$ cat src/rtl/if_id_stall_reg.sv
// IF/ID pipeline register: holds on load-use stalls, loads NOP on branch flushes and flags runaway stalls.
// Optional build macro HAZ_PERF_EN adds saturating stall_count/flush_count event counters.
module if_id_stall_reg #(
  parameter int              XLEN         = 32,
  parameter logic [XLEN-1:0] NOP_INSTR    = 32'h00000013,
  parameter int              FLUSH_CYCLES = 1,
  parameter int              MAX_STALL    = 4
) (
  input  logic            clk,
  input  logic            rst,
  input  logic [XLEN-1:0] pc_in,
  input  logic [XLEN-1:0] instr_in,
  input  logic            valid_in,
  input  logic            SignalPC,
  input  logic            flush,
  output logic            pc_write,
  output logic            if_id_write,
  output logic            bubble_ex,
  output logic [XLEN-1:0] pc_out,
  output logic [XLEN-1:0] instr_out,
  output logic            valid_out,
  output logic            stall_err
`ifdef HAZ_PERF_EN
  ,
  output logic [31:0]     stall_count,
  output logic [31:0]     flush_count
`endif
);

  typedef enum logic [1:0] {RUN, STALL, FLUSH} state_t;

  localparam logic [3:0] FLUSH_RELOAD = 4'(FLUSH_CYCLES - 1);
  localparam logic [7:0] STALL_LIMIT  = 8'(MAX_STALL);

  state_t          state_q;
  state_t          state_d;
  logic [XLEN-1:0] pc_q;
  logic [XLEN-1:0] pc_d;
  logic [XLEN-1:0] instr_q;
  logic [XLEN-1:0] instr_d;
  logic            valid_q;
  logic            valid_d;
  logic            err_q;
  logic            err_d;
  logic [3:0]      flush_cnt_q;
  logic [3:0]      flush_cnt_d;
  logic [7:0]      stall_cnt_q;
  logic [7:0]      stall_cnt_d;
  logic            stall_eff;

  // A flush outranks a stall request, and stall requests are ignored while flushing.
  assign stall_eff   = SignalPC & (state_q != FLUSH) & ~flush;
  assign pc_write    = ~stall_eff;
  assign if_id_write = ~stall_eff;
  assign bubble_ex   = stall_eff | flush;

  assign pc_out    = pc_q;
  assign instr_out = instr_q;
  assign valid_out = valid_q;
  assign stall_err = err_q;

  always_comb begin
    state_d     = state_q;
    pc_d        = pc_q;
    instr_d     = instr_q;
    valid_d     = valid_q;
    err_d       = err_q;
    flush_cnt_d = flush_cnt_q;
    stall_cnt_d = stall_cnt_q;
    if (flush) begin
      instr_d     = NOP_INSTR;
      valid_d     = 1'b0;
      flush_cnt_d = FLUSH_RELOAD;
      stall_cnt_d = 8'd0;
      state_d     = FLUSH;
    end else begin
      case (state_q)
        RUN: begin
          if (SignalPC) begin
            stall_cnt_d = 8'd1;
            state_d     = STALL;
          end else begin
            pc_d    = pc_in;
            instr_d = instr_in;
            valid_d = valid_in;
          end
        end
        STALL: begin
          if (SignalPC) begin
            if (stall_cnt_q != 8'hFF) begin
              stall_cnt_d = stall_cnt_q + 8'd1;
            end
          end else begin
            pc_d        = pc_in;
            instr_d     = instr_in;
            valid_d     = valid_in;
            stall_cnt_d = 8'd0;
            state_d     = RUN;
          end
        end
        FLUSH: begin
          if (flush_cnt_q == 4'd0) begin
            pc_d    = pc_in;
            instr_d = instr_in;
            valid_d = valid_in;
            state_d = RUN;
          end else begin
            flush_cnt_d = flush_cnt_q - 4'd1;
          end
        end
        default: state_d = RUN;
      endcase
      if (stall_eff && (stall_cnt_d >= STALL_LIMIT)) begin
        err_d = 1'b1;
      end
    end
  end

  always_ff @(posedge clk or posedge rst) begin
    if (rst) begin
      state_q     <= RUN;
      pc_q        <= '0;
      instr_q     <= NOP_INSTR;
      valid_q     <= 1'b0;
      err_q       <= 1'b0;
      flush_cnt_q <= 4'd0;
      stall_cnt_q <= 8'd0;
    end else begin
      state_q     <= state_d;
      pc_q        <= pc_d;
      instr_q     <= instr_d;
      valid_q     <= valid_d;
      err_q       <= err_d;
      flush_cnt_q <= flush_cnt_d;
      stall_cnt_q <= stall_cnt_d;
    end
  end

`ifdef HAZ_PERF_EN
  logic [31:0] stall_count_q;
  logic [31:0] stall_count_d;
  logic [31:0] flush_count_q;
  logic [31:0] flush_count_d;

  always_comb begin
    stall_count_d = stall_count_q;
    flush_count_d = flush_count_q;
    if (stall_eff && (stall_count_q != 32'hFFFF_FFFF)) begin
      stall_count_d = stall_count_q + 32'd1;
    end
    if (flush && (flush_count_q != 32'hFFFF_FFFF)) begin
      flush_count_d = flush_count_q + 32'd1;
    end
  end

  always_ff @(posedge clk or posedge rst) begin
    if (rst) begin
      stall_count_q <= 32'd0;
      flush_count_q <= 32'd0;
    end else begin
      stall_count_q <= stall_count_d;
      flush_count_q <= flush_count_d;
    end
  end

  assign stall_count = stall_count_q;
  assign flush_count = flush_count_q;
`endif

endmodule

$ cat config.mk
export PLATFORM = sky130hd
export DESIGN_NAME = if_id_stall_reg
export DESIGN_NICKNAME = d
export VERILOG_FILES = /design/src/rtl/if_id_stall_reg.sv
export SDC_FILE = /design/constraint.sdc
export NUM_CORES = 1
export LEC_CHECK = 0
export ABC_AREA = 1
export BUFFER_PORTS_ARGS = -buffer_cell sky130_fd_sc_hd__buf_2
export CAP_MARGIN = 20
export CELL_PAD_IN_SITES_DETAIL_PLACEMENT = 1
export CELL_PAD_IN_SITES_GLOBAL_PLACEMENT = 1
export CORE_MARGIN = 1
export CORE_UTILIZATION = 38
export CTS_CLUSTER_DIAMETER = 100
export CTS_CLUSTER_SIZE = 16
export DETAILED_ROUTE_END_ITERATION = 16
export MAX_ROUTING_LAYER = met4
export PLACE_DENSITY_LB_ADDON = 0.3
export SLEW_MARGIN = 20
export SYNTH_ARGS = -nofsm -noshare
export SYNTH_HDL_FRONTEND = slang
export SYNTH_SLANG_ARGS = --single-unit
$ cat constraint.sdc
create_clock -name clk -period 4.35 [get_ports clk]
set_input_delay 0.87 -clock clk [delete_from_list [all_inputs] [get_ports clk]]
set_output_delay 0.87 -clock clk [all_outputs]
set_load 0.1 [all_outputs]
==> results of run 1 <==
==> layer usage <==
metal,track usage,up-vias
li1,-,1402
met1,0.2643,1449
met2,0.3780,91
met3,0.04147,15
met4,0.08831,0
met5,-,-
==> stage by stage <==
step,area [sq um],utilization,hold slack [ns]
final,4338,0.5201,0.4816
after detailed placement,4085,0.4898,0.4679
after CTS,4338,0.5201,0.4838
after floorplan,3334,-,0.4334
after global routing,4338,0.5201,0.5134
after global placement,4085,0.4898,0.4575
==> layout make-up <==
cell class / count / share of cell area
flip-flops and latches: 80 / 0.4624
multi-input cells: 228 / 0.2642
repair buffers: 139 / 0.1615
clock buffers: 10 / 0.03173
well taps: 105 / 0.03029
clock inverters: 6 / 0.02654
inverters: 26 / 0.02336
==> flip-flops by register name, indices dropped and copies added (netlist names) <==
register     count
valid_out        1
instr_out       32
state_q          2
pc_out          32
flush_cnt_q      4
stall_err        1
stall_cnt_q      8
==> worst paths after layout <==
check / startpoint / slack, ns / end / cells after the start
worst max-delay path: flush / 1.66 / bubble_ex / 4
worst min-delay path: pc_out[25]$_DFFE_PP0P_ / 0.48 / pc_out[25]$_DFFE_PP0P_ / 2
worst max register to register: flush_cnt_q[0]$_DFFE_PP0P_ / 2.12 / instr_out[19]$_DFFE_PP0P_ / 9
worst min register to register: pc_out[25]$_DFFE_PP0P_ / 0.48 / pc_out[25]$_DFFE_PP0P_ / 2
max in group asynchronous: rst / 2.72 / instr_out[1]$_DFFE_PP1P_ / 3
min in group asynchronous: rst / 0.64 / stall_cnt_q[2]$_DFF_PP0_ / 2
==> critical path, cell delays in order <==
cell and delay, ns:
buf_2 0.27, inv_1 0.14, o21ai_0 0.09, buf_2 0.45
==> logic make-up (layout without fill, tap and decap cells) <==
family | Yosys count | count (layout)
DFF | 80 | 80
buffers and inverters | 40 | 181
AOI/OAI and AO/OA | 55 | 55
xor gates and xnor gates | 1 | 1
adders and majority gates | 3 | 3
and+or+nand+nor | 169 | 169
==> cell usage in the layout (no fill, tap or decap), types with 3 or more instances in the layout <==
master / synthesis / final
nor2_1: 17 / 17
a21oi_1: 11 / 10
a22o_1: 30 / 30
buf_2: 6 / 137
clkbuf_8: 0 / 10
nand2_2: 3 / 3
nand3_1: 11 / 11
dfstp_2: 3 / 3
inv_1: 22 / 21
o21ai_0: 7 / 7
nand2_1: 132 / 132
dfrtp_1: 77 / 77
ha_1: 3 / 3
inv_2: 3 / 3
o22a_1: 3 / 3
bufinv_16: 0 / 3
==> cells in the mapped netlist <==
| cell | n |
|---|---|
| nand2_2 | 3 |
| inv_1 | 22 |
| inv_4 | 1 |
| nand2_1 | 132 |
| nor2_4 | 2 |
| xor2_1 | 1 |
| buf_2 | 6 |
| nand4_1 | 1 |
| a32oi_1 | 1 |
| o21ai_0 | 7 |
| o21bai_1 | 1 |
| inv_2 | 3 |
| nor3_1 | 1 |
| ha_1 | 3 |
| a21oi_1 | 11 |
| nor4_1 | 1 |
| nand3_1 | 11 |
| nor2_1 | 17 |
| clkbuf_1 | 1 |
| o31ai_1 | 1 |
| buf_4 | 7 |
| nand2_4 | 1 |
| dfrtp_1 | 77 |
| a22o_1 | 30 |
| dfstp_2 | 3 |
| a21oi_2 | 1 |
| o22a_1 | 3 |
==> results.sh, run 1 <==
export IMPL_synth_top_family_by_area="simple AND/OR/NAND/NOR gates"
export IMPL_grt_pass1_vias=3133
export IMPL_grt_ovfl_total=0
export IMPL_worstMarginPinSlew_ns=0.8085
export IMPL_tns_ns=0
export IMPL_dp_hpwl_microns=6919
export IMPL_syn_instance_count=348
export IMPL_fmax_mhz=371.4
export IMPL_drt_iter0_markers=88
export IMPL_drt_met1_wl_microns=3986
export IMPL_die_x_microns=95.68
export IMPL_synth_compound_area_frac=0.1235
export IMPL_cts_made_buffers=9
export IMPL_instances_no_fill=594
export IMPL_row_count=33
export IMPL_register_area_sq_um=2006
export IMPL_ys_seq_area_frac=0.6015
export IMPL_die_y_microns=95.68
export IMPL_dr_wl_met3_microns=373
export IMPL_setup_viol=0
export IMPL_synth_area_leader_cell="dfrtp_1"
export IMPL_synth_warnings=0
export IMPL_synth_mux_area_frac=0
export IMPL_grt_pass1_wl_microns=14900
export IMPL_htree_levels=3
export IMPL_multi_input_area_sq_um=1146
export IMPL_cts_resized=0
export IMPL_dieArea_sq_um=9154
export IMPL_clk_latency_ns=0.35
export IMPL_finalMaxSlewViolations=0
export IMPL_ios=138
export IMPL_clk_pin_slew_ns=0.07
export IMPL_hold_class="reg -> reg"
export IMPL_synthSimpleGateAreaFrac=0.2053
export IMPL_vias_per_cell=4.978
export IMPL_first_pass_iters=4
export IMPL_slew_headroom=0.4604
export IMPL_grt_max_degree=63
export IMPL_netlist_area_sq_um=3334
export IMPL_grt_usage=0.2238
export IMPL_clock_root_buffer="clkbuf_8"
export IMPL_diodes=0
export IMPL_pre_cts_slack_ns=1.644
export IMPL_port_buffers=137
export IMPL_dpl_cell_count=578
export IMPL_drive_gt1_frac=0.3497
export IMPL_setup_ws_ns=1.657
export IMPL_synth_top_area_frac=0.5779
export IMPL_wl_microns=9458
export IMPL_critPathLaunchType="primary input"
export IMPL_num_vias=2957
export IMPL_cp_arrival_ns=1.82
export IMPL_clock_path_buffers=2
export IMPL_synth_xor_area_share=0.002627
export IMPL_endpoint_kind="primary output"
export IMPL_syn_to_final_growth_pct=30.09
export IMPL_synth_area_per_cell_sq_um=9.582
export IMPL_synth_seq_cells=80
export IMPL_final_antenna_net_count=0
export IMPL_cts_setup_buffers=0
export IMPL_wl_met2_microns=4952
export IMPL_wl_per_cell_microns=15.92
export IMPL_critPathRequiredTime_ns=3.48
export IMPL_cts_tree="done"
export IMPL_path_max_fanout=14
export IMPL_coreArea_sq_um=8341
export IMPL_period_share=0.6191
export IMPL_nets=556
export IMPL_clkSinkCount=80
export IMPL_synth_distinct_cells=27
export IMPL_period_minus_slack_ns=2.693
export IMPL_synth_area_leaders="dfrtp_1 58%, nand2_1 15%, a22o_1 7.9%"
export IMPL_finalHoldViolations=0
export IMPL_synth_nets=420
export IMPL_maxCapViolCount=0
export IMPL_path_class="in -> out"
export IMPL_initial_core_util=0.3998
export IMPL_clock_skew_ns=0.01014
export IMPL_synth_adder_area_share=0.01126
export IMPL_drcViolationCount=0
export IMPL_gp_congestion=0.8122
export IMPL_routed_top_layer="met4"
export IMPL_ctsHoldBuffers=0
export IMPL_status="complete, no violations"
export IMPL_rsz0062_at_grt="false"
export IMPL_antenna_found_initial=0
export IMPL_nFillCells=1035
Power of run 1 is not shown: default switching activity piles up to over one toggle a cycle in this logic, so the estimate is an artifact.
==> run 2: changes to the inputs <==
ABC_AREA = 0   (was 1)
CORE_UTILIZATION = 37   (was 38)
clock period = 2.8 ns   (was 4.35 ns; I/O delays follow)
==> results.sh, run 2 <==
export IMPL_port_buffers=137
export IMPL_layout_common_cells="134 x buf_2, 77 x dfrtp_1, 74 x nand2_1"
export IMPL_ios=138
export IMPL_grt_pass1_vias=3064
export IMPL_nFillCells=1082
export IMPL_multi_input_area_sq_um=1428
export IMPL_dieArea_sq_um=10080
export IMPL_initial_core_util=0.3842
export IMPL_hold_class="in -> async"
export IMPL_netlist_area_sq_um=3583
export IMPL_period_minus_slack_ns=2.101
export IMPL_fmax_mhz=476.0
export IMPL_setup_viol=0
export IMPL_synth_area_per_cell_sq_um=11.09
export IMPL_clk_pin_slew_ns=0.08
export IMPL_cts_made_buffers=9
export IMPL_status="complete, no violations"
export IMPL_cts_resized=0
export IMPL_synth_nets=395
export IMPL_path_class="reg -> out"
export IMPL_cts_setup_buffers=0
export IMPL_synth_seq_cells=80
export IMPL_first_pass_iters=4
export IMPL_worstReg2RegStart="stall_cnt_q[0]$_DFF_PP0_"
export IMPL_finalMaxSlewViolations=0
export IMPL_grt_max_degree=40
export IMPL_htree_levels=3
export IMPL_synthArstFlopShare=1.000
export IMPL_clock_path_buffers=2
export IMPL_ctsHoldBuffers=0
export IMPL_diodes=0
export IMPL_final_antenna_net_count=0
export IMPL_clock_root_buffer="clkbuf_8"
export IMPL_path_max_fanout=9
export IMPL_coreArea_sq_um=9328
export IMPL_period_share=0.7503
export IMPL_worst_path_buf_inv=1
export IMPL_rsz0062_at_grt="false"
export IMPL_worstRegToRegCells=6
export IMPL_synth_distinct_cells=43
export IMPL_syn_instance_count=323
export IMPL_slew_headroom=0.5527
export IMPL_cts_tree="done"
export IMPL_num_vias=2904
export IMPL_clock_skew_ns=0.008786
export IMPL_grt_pass1_wl_microns=15210
export IMPL_final_common_cell="buf_2"
export IMPL_wl_per_cell_microns=16.10
export IMPL_syn_to_final_growth_pct=29.50
export IMPL_gp_congestion=0.8544
export IMPL_tns_ns=0
export IMPL_cp_arrival_ns=1.54
export IMPL_fin_hold_ws_ns=0.2904
export IMPL_r2r_end="stall_err$_DFFE_PP0P_"
export IMPL_critical_path_top_delay_family="flip-flops"
export IMPL_vias_per_cell=4.881
export IMPL_critPathLaunchType="flip-flop"
export IMPL_crit_chain="nand2b_4 > nand3_1 > buf_12"
export IMPL_synth_edf_count=0
export IMPL_grt_usage=0.2005
export IMPL_nets=533
export IMPL_slowest_delay_ns=0.52
export IMPL_wl_microns=9579
export IMPL_finalHoldViolations=0
export IMPL_die_y_microns=100.4
export IMPL_worstMarginPinSlew_ns=0.6702
export IMPL_endpoint_kind="primary output"
export IMPL_drt_iter0_markers=79
export IMPL_antenna_found_initial=0
export IMPL_drive_gt1_frac=0.4356
export IMPL_synth_area_leaders="dfrtp_1 54%, mux2_4 13%, nand2_1 7.8%"
export IMPL_ys_seq_area_frac=0.5597
export IMPL_maxCapViolCount=0
export IMPL_grt_ovfl_total=0
export IMPL_rrSetupSlack_ns=0.85
export IMPL_drcViolationCount=0
export IMPL_synth_warnings=0
export IMPL_synth_top_area_frac=0.5377
export IMPL_row_count=35
export IMPL_synth_common_cells="77 x dfrtp_1, 74 x nand2_1, 37 x a21oi_1, 30 x mux2_4, 16 x nor2_1"
export IMPL_synth_most_common_cell="dfrtp_1"
export IMPL_register_area_sq_um=2006
export IMPL_critPathRequiredTime_ns=2.24
export IMPL_clkSinkCount=80
export IMPL_dp_hpwl_microns=7080
export IMPL_die_x_microns=100.4
export IMPL_slowest_stage="dfrtp_1"
export IMPL_synth_area_leader_cell="dfrtp_1"
export IMPL_clk_latency_ns=0.35
export IMPL_synth_flop_cell="dfrtp_1"
==> run 2: changes by cell type after synthesis, moves of 3 or more <==
cell,change
clkbuf_1,+5
inv_1,-16
buf_6,+4
and3_1,+4
a31oi_1,+5
nand3_1,-5
mux2_4,+30
a22o_1,-30
and2_1,+3
buf_4,-4
nand2_2,-3
nand2_1,-58
a21oi_1,+26
o22a_1,-3
==> run 2: how the worst max path moves through the flow <==
stage                                 from                   endpoint  slack (ns)  cells past startpoint
finish              state_q[0]$_DFFE_PP0P_                   pc_write        0.70                      3
CTS                 state_q[0]$_DFFE_PP0P_                   pc_write        0.68                      3
floorplan                            flush                   pc_write        0.02                      4
detailed placement                SignalPC  instr_out[12]$_DFFE_PP0P_        0.76                      6
global placement                     flush                if_id_write        0.81                      4
global route        state_q[0]$_DFFE_PP0P_                if_id_write        0.63                      3
==> run 2: cells by family (layout without fill, tap and decap cells) <==
| family | count (synthesis) | count (layout) | share of synthesized area |
|---|---|---|---|
| xor+xnor | 3 | 3 | 0.007334 |
| simple gates | 116 | 116 | 0.1432 |
| buf+inv | 27 | 170 | 0.04190 |
| fa+ha+maj | 3 | 3 | 0.01048 |
| compound gates | 61 | 61 | 0.1027 |
| flops | 80 | 80 | 0.5597 |
| mux | 33 | 33 | 0.1348 |
==> run 2: per-layer routing <==
layer	track usage	up-vias	share of wire
li1	-	1367	-
met2	0.3404	81	0.53
met5	-	-	0
met3	0.04109	16	0.038
met1	0.2387	1440	0.41
met4	0.06577	0	0.018
==> run 2: metrics by stage <==
step           cells    util  setup WS [ns]  instance area, sq um
3_3_place_gp     579  0.4757         0.8075                  4437
4_1_cts          595  0.4975         0.6757                  4641
3_5_place_dp     579  0.4757         0.7623                  4437
6_report         595  0.4975         0.6993                  4641
5_1_grt          595  0.4975         0.6328                  4641
2_1_floorplan    323       -        0.02388                  3583
==> run 2: layout make-up <==
class                      instances  area share
inverter                           8    0.006740
tap                              129     0.03478
sequential                        80      0.4322
clock inverter                     5     0.01348
timing repair buffer             146      0.1747
multi-input combinational        216      0.3076
clock buffer                      11     0.03047
Power of run 2 is left out for the same reason.
==> run 3: changes to the inputs <==
CORE_UTILIZATION = 33   (was 37)
clock period = 1.8 ns   (was 2.8 ns; I/O delays follow)
==> results.sh, run 3 (synthesis results as in run 2) <==
export IMPL_coreArea_sq_um=10420
export IMPL_initial_core_util=0.3440
export IMPL_crit_chain="buf_4 > o41a_1 > a21oi_1 > a2111oi_4 > a41oi_1"
export IMPL_clock_skew_ns=0.01966
export IMPL_clock_root_buffer="clkbuf_8"
export IMPL_htree_levels=3
export IMPL_setup_ws_ns=-0.01460
export IMPL_slowest_stage="dfrtp_2"
export IMPL_worst_path_buf_inv=1
export IMPL_dp_hpwl_microns=7301
export IMPL_clkSinkCount=80
export IMPL_drcViolationCount=0
export IMPL_finalMaxSlewViolations=0
export IMPL_critPathRequiredTime_ns=2.08
export IMPL_num_vias=3009
export IMPL_first_pass_iters=4
export IMPL_dpl_cell_count=597
export IMPL_rsz0062_at_grt="true"
export IMPL_endpoint_kind="flip-flop"
export IMPL_worstMarginPinSlew_ns=0.4881
export IMPL_clk_pin_slew_ns=0.10
export IMPL_fmax_mhz=551.1
export IMPL_wl_microns=10270
export IMPL_final_antenna_net_count=0
export IMPL_grt_max_degree=35
export IMPL_layout_common_cells="134 x buf_2, 76 x dfrtp_1, 73 x nand2_1"
export IMPL_grt_pass1_vias=3108
export IMPL_gp_congestion=0.8056
export IMPL_die_x_microns=106.2
export IMPL_path_class="reg -> reg"
export IMPL_path_max_fanout=9
export IMPL_syn_to_final_growth_pct=37.22
export IMPL_row_count=37
export IMPL_maxCapViolCount=0
export IMPL_nets=551
export IMPL_finalHoldViolations=2
export IMPL_die_y_microns=106.2
export IMPL_period_minus_slack_ns=1.815
export IMPL_violations="hold timing, setup timing"
export IMPL_wl_per_cell_microns=16.56
export IMPL_drive_gt1_frac=0.4711
export IMPL_cts_tree="done"
export IMPL_setup_viol=1
export IMPL_instances_no_fill=620
export IMPL_critical_path_top_delay_family="compound AO/OA/AOI/OAI gates"
export IMPL_slew_headroom=0.6716
export IMPL_ios=138
export IMPL_critPathLaunchType="flip-flop"
export IMPL_grt_usage=0.1879
export IMPL_status="complete, but fails checks"
export IMPL_cts_made_buffers=9
export IMPL_grt_ovfl_total=0
export IMPL_clk_latency_ns=0.37
export IMPL_clock_path_buffers=2
export IMPL_dieArea_sq_um=11280
export IMPL_final_common_cell="buf_2"
export IMPL_drt_iter0_markers=88
export IMPL_hold_class="in -> async"
export IMPL_port_buffers=137
export IMPL_period_share=1.008
export IMPL_cp_arrival_ns=2.09
export IMPL_grt_pass1_wl_microns=16010
export IMPL_diodes=0
export IMPL_fin_hold_ws_ns=-0.002367
export IMPL_antenna_found_initial=0
export IMPL_slowest_delay_ns=0.49
export IMPL_vias_per_cell=4.853
-- run 3: layer usage --
layer	global-route usage	vias to the layer above	routed length, microns
li1	-	1410	-
met1	0.2282	1503	4549
met5	-	-	0
met4	0.06944	0	174
met3	0.03372	13	412
met2	0.3126	83	5133
-- run 3: final cells by class --
| cell class | count | area [sq um] |
|---|---|---|
| flip-flops and latches | 80 | 2007 |
| fillers | 1209 | 5499 |
| clock inverters | 6 | 48.80 |
| repair buffers | 164 | 1047 |
| clock buffers | 10 | 137.6 |
| well taps | 136 | 170.2 |
| inverters | 8 | 33.78 |
| multi-input cells | 216 | 1473 |
-- run 3: worst register-to-register path: cells and delay by family (launching register included) --
kind	cells	cell delay, ns
flops	1	0.49
buf+inv	1	0.17
compound gates	4	1.08
-- run 3: path summary, 6_finish.rpt --
path / from / end / slack (ns) / depth (start not counted)
min in group clk: pc_in[8] / pc_out[8]$_DFFE_PP0P_ / 0.21 / 2
max in group asynchronous: rst / instr_out[0]$_DFFE_PP1P_ / 1.20 / 3
worst min-delay path: rst / pc_out[3]$_DFFE_PP0P_ / -0.002 / 2
worst max register to register: state_q[1]$_DFFE_PP0P_ / stall_err$_DFFE_PP0P_ / -0.01 / 5
worst min register to register: instr_out[0]$_DFFE_PP1P_ / instr_out[0]$_DFFE_PP1P_ / 0.49 / 2
worst max-delay path: state_q[1]$_DFFE_PP0P_ / stall_err$_DFFE_PP0P_ / -0.01 / 5
-- run 3: what timing repair did --
| item | in CTS | in global routing |
|---|---|---|
| setup endpoints to repair | 0 | 51 |
| gates resized for setup | 0 | 7 |
| hold buffers | 0 | 0 |
| buffers inserted | 0 | 5 |
-- run 3: stage by stage --
step	cell area (sq um)	worst slack [ns]	TNS, ns	utilization
after global routing	4917	-0.09592	-0.1373	0.4721
final	4917	-0.01460	-0.01460	0.4721
after CTS	4782	0.005654	0	0.4591
after global placement	4596	0.07040	0	0.4412
after floorplan	3606	-0.01669	-0.01669	-
after detailed placement	4596	0.01679	0	0.4412
Power of run 3 is left out for the same reason.
